===== config.mk =====
export PLATFORM = sky130hd
export DESIGN_NAME = btn_step_debounce_flat
export DESIGN_NICKNAME = d
export VERILOG_FILES = /design/src/rtl/btn_step_debounce_if.sv /design/src/rtl/btn_step_debounce.sv /design/src/flat_wrapper.sv
export SDC_FILE = /design/constraint.sdc
export NUM_CORES = 1
export LEC_CHECK = 0
export ABC_AREA = 1
export CORE_MARGIN = 1.5
export CORE_UTILIZATION = 30
export DETAILED_ROUTE_END_ITERATION = 8
export HOLD_SLACK_MARGIN = 0.15
export SLEW_MARGIN = 5
export SYNTH_ARGS = -nofsm -noshare
export SYNTH_HDL_FRONTEND = slang
export SYNTH_SLANG_ARGS = --single-unit

===== constraint.sdc =====
create_clock -name clk -period 1.9 [get_ports clk]
set_input_delay 0.19 -clock clk [delete_from_list [all_inputs] [get_ports clk]]
set_output_delay 0.19 -clock clk [all_outputs]
set_load 0.02 [all_outputs]

===== src/rtl/btn_step_debounce_if.sv =====
// Button-side bundle for btn_step_debounce: raw input plus debounced status and step pulse.
// The master drives the raw button; the slave is the debouncer.
interface btn_step_debounce_if;
  logic       btn_raw;
  logic       btn_level;
  logic       step_pulse;
  logic [7:0] press_cnt;

  modport master (output btn_raw, input btn_level, input step_pulse, input press_cnt);
  modport slave  (input btn_raw, output btn_level, output step_pulse, output press_cnt);
endinterface


===== src/rtl/btn_step_debounce.sv =====
// Push-button debouncer: two-flop synchronizer, four-state accept/release FSM, one-cycle step
// pulse per press with optional auto-repeat, debounced level and a wrapping press counter.
module btn_step_debounce #(
  parameter int unsigned STABLE_CYCLES = 1000000,
  parameter int unsigned CNT_W         = 20,
  parameter int unsigned REPEAT_DELAY  = 0,
  parameter int unsigned REPEAT_RATE   = 250000
) (
  input  logic               clk,
  input  logic               RESET,
  btn_step_debounce_if.slave bus
);

  typedef enum logic [1:0] {IDLE, ARM_PRESS, HELD, ARM_RELEASE} state_e;

  localparam logic [CNT_W-1:0] STABLE_LAST = CNT_W'(STABLE_CYCLES - 1);
  localparam logic [CNT_W-1:0] DELAY_LAST  = CNT_W'(REPEAT_DELAY - 1);
  localparam logic [CNT_W-1:0] RATE_LAST   = CNT_W'(REPEAT_RATE - 1);
  localparam bit               REPEAT_EN   = (REPEAT_DELAY != 0);

  logic             sync1_q, sync2_q;
  state_e           state_q, state_d;
  logic [CNT_W-1:0] timer_q, timer_d;
  logic             rep_phase_q, rep_phase_d;
  logic             level_q, level_d;
  logic             pulse_q, pulse_d;
  logic [7:0]       cnt_q, cnt_d;
  logic             btn_sync;
  logic [CNT_W-1:0] repeat_last;

  assign btn_sync = sync2_q;

  // NOTE: all state updates use non-blocking assignments, and reset is sampled on the clock edge
  // so that every flop, synchronizer included, clears on the same edge with no async path.
  always_ff @(posedge clk) begin
    if (RESET) begin
      sync1_q     <= 1'b0;
      sync2_q     <= 1'b0;
      state_q     <= IDLE;
      timer_q     <= '0;
      rep_phase_q <= 1'b0;
      level_q     <= 1'b0;
      pulse_q     <= 1'b0;
      cnt_q       <= '0;
    end else begin
      sync1_q     <= bus.btn_raw;
      sync2_q     <= sync1_q;
      state_q     <= state_d;
      timer_q     <= timer_d;
      rep_phase_q <= rep_phase_d;
      level_q     <= level_d;
      pulse_q     <= pulse_d;
      cnt_q       <= cnt_d;
    end
  end

  // NOTE: every output of this block gets a default first, so no path can infer a latch.
  always_comb begin
    state_d     = state_q;
    timer_d     = timer_q;
    rep_phase_d = rep_phase_q;
    level_d     = level_q;
    pulse_d     = 1'b0;
    cnt_d       = cnt_q;
    // First repeat waits REPEAT_DELAY cycles, later ones REPEAT_RATE.
    repeat_last = rep_phase_q ? RATE_LAST : DELAY_LAST;

    unique case (state_q)
      IDLE: begin
        level_d = 1'b0;
        timer_d = '0;
        if (btn_sync) state_d = ARM_PRESS;
      end
      ARM_PRESS: begin
        if (!btn_sync) begin
          state_d = IDLE;
          timer_d = '0;
        end else if (timer_q == STABLE_LAST) begin
          state_d     = HELD;
          timer_d     = '0;
          rep_phase_d = 1'b0;
          level_d     = 1'b1;
          pulse_d     = 1'b1;
          cnt_d       = cnt_q + 8'd1;
        end else begin
          timer_d = timer_q + 1'b1;
        end
      end
      HELD: begin
        level_d = 1'b1;
        if (!btn_sync) begin
          state_d = ARM_RELEASE;
          timer_d = '0;
        end else if (REPEAT_EN) begin
          if (timer_q == repeat_last) begin
            pulse_d     = 1'b1;
            timer_d     = '0;
            rep_phase_d = 1'b1;
          end else begin
            timer_d = timer_q + 1'b1;
          end
        end
      end
      ARM_RELEASE: begin
        level_d = 1'b1;
        if (btn_sync) begin
          state_d     = HELD;
          timer_d     = '0;
          rep_phase_d = 1'b0;
        end else if (timer_q == STABLE_LAST) begin
          state_d = IDLE;
          timer_d = '0;
          level_d = 1'b0;
        end else begin
          timer_d = timer_q + 1'b1;
        end
      end
      default: begin
        state_d = IDLE;
        timer_d = '0;
      end
    endcase
  end

  assign bus.btn_level  = level_q;
  assign bus.step_pulse = pulse_q;
  assign bus.press_cnt  = cnt_q;

  // A repeat delay or rate below 2 would let two pulses land on adjacent cycles.
  param_ok: assert property (@(posedge clk)
    STABLE_CYCLES >= 2 && (REPEAT_DELAY == 0 || (REPEAT_DELAY >= 2 && REPEAT_RATE >= 2)));
  single_pulse: assert property (@(posedge clk) disable iff (RESET) pulse_q |=> !pulse_q);

endmodule

===== src/flat_wrapper.sv =====
// flat-port wrapper written by rule: the top's interface ports become plain ports
module btn_step_debounce_flat 
#(
  parameter int unsigned STABLE_CYCLES = 1000000,
  parameter int unsigned CNT_W         = 20,
  parameter int unsigned REPEAT_DELAY  = 0,
  parameter int unsigned REPEAT_RATE   = 250000
)
  (clk, RESET, bus_btn_raw, bus_btn_level, bus_step_pulse, bus_press_cnt);
  btn_step_debounce_if bus_i ();
  input  logic clk;
  input  logic RESET;
  input wire logic [$bits(bus_i.btn_raw)-1:0] bus_btn_raw;
  output wire logic [$bits(bus_i.btn_level)-1:0] bus_btn_level;
  output wire logic [$bits(bus_i.step_pulse)-1:0] bus_step_pulse;
  output wire logic [$bits(bus_i.press_cnt)-1:0] bus_press_cnt;
  assign bus_i.btn_raw = bus_btn_raw;
  assign bus_btn_level = bus_i.btn_level;
  assign bus_step_pulse = bus_i.step_pulse;
  assign bus_press_cnt = bus_i.press_cnt;
  btn_step_debounce #(.STABLE_CYCLES(STABLE_CYCLES), .CNT_W(CNT_W), .REPEAT_DELAY(REPEAT_DELAY), .REPEAT_RATE(REPEAT_RATE)) u_core (.clk(clk), .RESET(RESET), .bus(bus_i));
endmodule

After elaboration in Yosys (flattened, before gate mapping)
Cells that the tools add are included.

$add $sub $neg: 2. Equality and inequality tests: 10. Multiplexer cells: 18. Bitwise logic cells: 2. Reduce and logical (&&, ||, !) cells: 5.

Operators by type and width (number): 2-to-1 mux 20 bit (4); one-hot mux 20 bit (4 select lines) (1); adder 20 x 1 -> 20 bit, second input constant (1); == test 20 bit, second input constant (1); 2-to-1 mux 2 bit (6); adder 8 x 1 -> 8 bit, second input constant (1); one-hot mux 2 bit (4 select lines) (1); inequality test 2 x 1 -> 1 bit, second input constant (3); 2-to-1 mux 1 bit (5); == test 2 bit, second input constant (2); one-hot mux 1 bit (4 select lines) (1); AND reduction 4 bit (1); inequality test 3 x 1 -> 1 bit, second input constant (1); inequality test 3 bit, second input constant (1); AND reduction 3 bit (1); OR reduction 3 bit (1); == test 2 x 1 -> 1 bit, second input constant (1); logical NOT 2 bit (1); inequality test 2 bit, second input constant (1); inverter 1 bit (2); AND reduction 2 bit (1).

Bits in registers: 34. Input port bits: 3. Output and inout port bits: 10. Logic and storage cells: 44.

Depth between registers and ports, before layout
Depth in word-level cells: 4. Depth in mapped cells: 10.

Worst setup path after synthesis
Ideal clock, no wire load.

Path kind: reg-to-reg. Start point: register u_core.state_q[0]. End point: register u_core.timer_q[13]. Setup time: 0.121 ns. Arrival: 1.414 ns. Required time: 1.779 ns. Path slack: 0.364 ns. Cell stages (with the launch flop): 10. Path buffers: 1. Period minus slack after synthesis: 1.536 ns. Cells stage by stage: dfxtp_1 -> inv_1 -> ha_1 -> nand2_1 -> buf_2 -> inv_1 -> nor2_1 -> nand3_1 -> nor3_1 -> nor3_1.

Longest elaborated chain between the ends: 2. Elaborated cells on any way between the ends: 6. Classes of those cells: eq/ne: 4; mux: 1; reduce/logical: 1.

Ends and longest elaborated chain: start, declared (RTL line btn_step_debounce.sv:22) `state_e state_q, state_d;`; start signal, assigned (RTL line btn_step_debounce.sv:48) `state_q <= state_d;`; == test 2 bit, or another cell as far along (RTL line btn_step_debounce.sv:68) `unique case (state_q)`; one-hot mux 20 bit (4 select lines) / inequality test 2 bit (equally long branches); end signal, assigned (RTL line btn_step_debounce.sv:49) `timer_q <= timer_d;`; end, declared (RTL line btn_step_debounce.sv:23) `logic [CNT_W-1:0] timer_q, timer_d;`.

Several ways; a longest one is shown, not always the timed one. A chain may end at the register's enable or synchronous reset.

==> PnR_summary.wiki <==
{| class="wikitable"
! Metric !! Value
|-
| Clock Pin Slew Worst Setup and Hold Paths || 0.07 ns
|-
| Worst VDD drop || around 400 uV
|-
| Number of buffer cells added on primary ports || 12
|-
| Setup repair bufs after CTS || 0
|-
| Leading area contributor after synthesis || dfxtp_1
|-
| Number of endpoints failing setup at the final stage || 0
|-
| Slowest stage delay, CP || ~0.33 ns
|-
| Slowest stage cell on the critical path || dfxtp_1
|-
| Final worst path period share || 0.876
|-
| Number of sinks on the clock net || 34
|-
| Initial DRC count || 97
|-
| Initial Util || 0.311
|-
| Sum of negative setup slack || 0 ns
|-
| GR Overflow Total || 0
|-
| TritonCTS clock tree || built
|-
| Register-to-register path setup slack || 0.24 ns
|-
| Category of cells accounting for the largest share of critical-path delay || simple AND/OR/NAND/NOR gates
|-
| Inserted Diodes || 0
|-
| CTS max path bufs || 2
|-
| Number of instances resized during post-cts repair || 0
|-
| Kind of start point of the critical path || register
|-
| Area of the core region || 6390 sq um
|-
| Cell Chain, Critical Path || inv_1, ha_1, nand2_2, o21ai_2, nand2_2, nand2_2, nand2_2, nor3b_1
|-
| Power consumption || ~1.7 mW
|-
| Destination of the critical timing path || u_core.timer_q[5]$_SDFFE_PP0P_
|-
| Die Ht || roughly 84 um
|-
| Dominant cell type by count on the critical path || nand2_2
|-
| Peak clock frequency supported by timing || ~0.6 GHz
|-
| Most common flop cell mapped by yosys || dfxtp_1
|-
| Top area cells in the synthesized netlist || dfxtp_1 34%, nand2_1 12%, nor2_1 7.7%
|-
| GP Congestion || 0.915
|-
| Number of global-route vias before repair || about 1,700
|-
| Net count of the mapped netlist || 301
|-
| Post-DRT Antenna Nets || 0
|-
| Worst Tran Pin Value || 0.577 ns
|-
| End of the worst register-to-register path || u_core.timer_q[5]$_SDFFE_PP0P_
|-
| Io pins || 13
|-
| Number of enable flip-flop cells after synthesis || 0
|-
| Synth async-reset ratio || 0
|-
| Largest net degree at the start of global routing || 17
|-
| Layout Area Growth over Synthesis || 17.2%
|-
| Yosys warning total || 0
|-
| Max H-tree Level || 2
|-
| Total Wirelength || 4540 um
|-
| Number of iterations in the first detailed-routing pass || 4
|-
| Crit path DAT || between 1.5 and 2 ns
|-
| Cell area after synthesis || between 1500 and 2000 sq um
|-
| Skew-Pair Late Insertion Delay || 0.29 ns
|-
| Number of distinct standard cells referenced by the synthesized netlist || 31
|-
| Fraction of synthesized cell area taken by the top area cell type || 0.343
|-
| Total CTS buffers || 5
|-
| Fraction of final layout cells with drive strength greater than 1 || 0.119
|-
| DRC errors left || 0
|-
| Register bit count reported by yosys || 34
|-
| # hold bufs at CTS || 0
|-
| Min-Delay Path Class || reg2reg
|-
| Run status || complete, no violations
|-
| Static Leak || approximately 0.84 nW
|-
| Min Clock Period, post-route || between 1.5 and 2 ns
|-
| Worst hold slack || 0.410 ns
|-
| Average wire per standard cell || 11.7 um
|-
| Post-synthesis area per instance || 6.83 sq um
|-
| Power density over cell area || 740 nW/um^2
|-
| Final setup skew || around 0.006 ns
|-
| Share of the yosys chip area belonging to registers || 0.343
|-
| Nets@finish || 320
|-
| Initial antenna violation count || 0
|-
| Setup repair after global routing missed its margin || no
|-
| Number of vias in the routed layout || ~1,800
|-
| Detailed Place HPWL || 3560 um
|-
| Avg Vias per Cell || 4.73
|-
| Logic depth of the worst register-to-register path || 8
|-
| Aggregate global-route resource usage || 0.135
|-
| Clock tree root driver cell || clkbuf_8
|-
| Count of cell instances traversed by the critical path || 8
|-
| Start-to-end type of the worst setup path || reg2reg
|-
| Rows || 29
|-
| Global-route wire length before repair || 7710 um
|-
| Top-count cell post-synth || nand2_1
|-
| Maximum fanout along the worst path || 9
|-
| Count of maximum capacitance violations || 0
|-
| Count of mapped cells out of synthesis || 291
|-
| Relative slew slack || 0.612
|-
| Number of endpoints with negative hold slack in the final report || 0
|-
| Commonest cells in the synthesized netlist || 62 x nand2_1, 41 x nor2_1, 35 x inv_1, 34 x dfxtp_1
|-
| Buffer and inverter count on the worst path || 1
|-
| Required @ worst endpoint || about 2.1 ns
|-
| Total Die Area || 7120 sq um
|-
| Setup slack after layout || 0.235 ns
|-
| Die X-Extent || 84.4 um
|-
| Setup slack after placement || approximately 0.11 ns
|-
| Pins over their slew limit || 0
|-
| Element type at the critical path end || register
|}
through the flow:
stage / cell area [sq um] / utilization / std cells
4_1_cts: 2320 / 0.364 / 388
5_1_grt: 2330 / 0.365 / 388
2_1_floorplan: 1990 / - / 291
6_report: 2330 / 0.365 / 388
3_5_place_dp: 2220 / 0.347 / 380
3_3_place_gp: 2220 / 0.347 / 380
worst min-delay path by stage:
| stage | from | to | slack [ns] | depth (start not counted) |
|---|---|---|---|---|
| after floorplan | bus_btn_raw | u_core.sync1_q$_SDFF_PP0_ | 0.30 | 2 |
| after global placement | u_core.sync1_q$_SDFF_PP0_ | u_core.btn_sync$_SDFF_PP0_ | 0.40 | 2 |
| after detailed placement | u_core.sync1_q$_SDFF_PP0_ | u_core.btn_sync$_SDFF_PP0_ | 0.40 | 2 |
| after CTS | bus_btn_raw | u_core.sync1_q$_SDFF_PP0_ | 0.41 | 3 |
| after global routing | bus_btn_raw | u_core.sync1_q$_SDFF_PP0_ | 0.41 | 3 |
| final | u_core.sync1_q$_SDFF_PP0_ | u_core.btn_sync$_SDFF_PP0_ | 0.41 | 2 |
report_power, final:
part	leakage (nW)	total, mW	switching, mW	internal, mW
logic	0.517	0.314	0.205	0.109
registers	0.275	0.764	0.0243	0.740
clock network	0.0524	0.645	0.253	0.392
total	0.844	1.72	0.483	1.24
cells by family (layout without fill, tap and decap cells):
kind of cell    Yosys count  count (layout)  synth area share
compound gates           29              29            0.0749
xor+xnor                  6               6            0.0264
fa+ha+maj                 7               7            0.0441
buf+inv                  43              63            0.0831
flops                    34              34             0.343
simple gates            172             172             0.429
final cells by class:
class,instances,area [sq um]
multi-input cells,214,1140
flip-flops and latches,34,681
repair buffers,17,158
clock inverters,1,30.0
inverters,38,143
fillers,686,4060
well taps,77,96.3
clock buffers,7,76.3
state kept, by name, indices dropped and copies added (netlist names), named ones only:
name and cells:
u_core.bus.press_cnt 8, u_core.state_q 1, u_core.bus.btn_level 1, u_core.btn_sync 1, u_core.timer_q 20, u_core.sync1_q 1
u_core.bus.step_pulse 1
cell usage in the layout, fill, tap and decap left out, drive strengths merged, types with 9 or more instances in the layout:
cell	count
a21oi	18
nor3	13
nand3	19
clkdlybuf4s50	12
nand2	71
nand4	13
dfxtp	34
o21ai	9
inv	37
nor2	48
worst min-delay path, stage by stage, from the launching register on:
cell and delay (ns):
dfxtp_1 0.30, inv_1 0.04, nor2_1 0.03
layer usage:
layer  up-vias  GRT usage  wire length [um]
met2        29      0.212              2040
li1        977          -                 -
met5         -          0                 0
met3         5     0.0344               201
met1       826      0.184              2250
met4         0     0.0396                49
No activity file was read; power rests on OpenSTA's default activity.
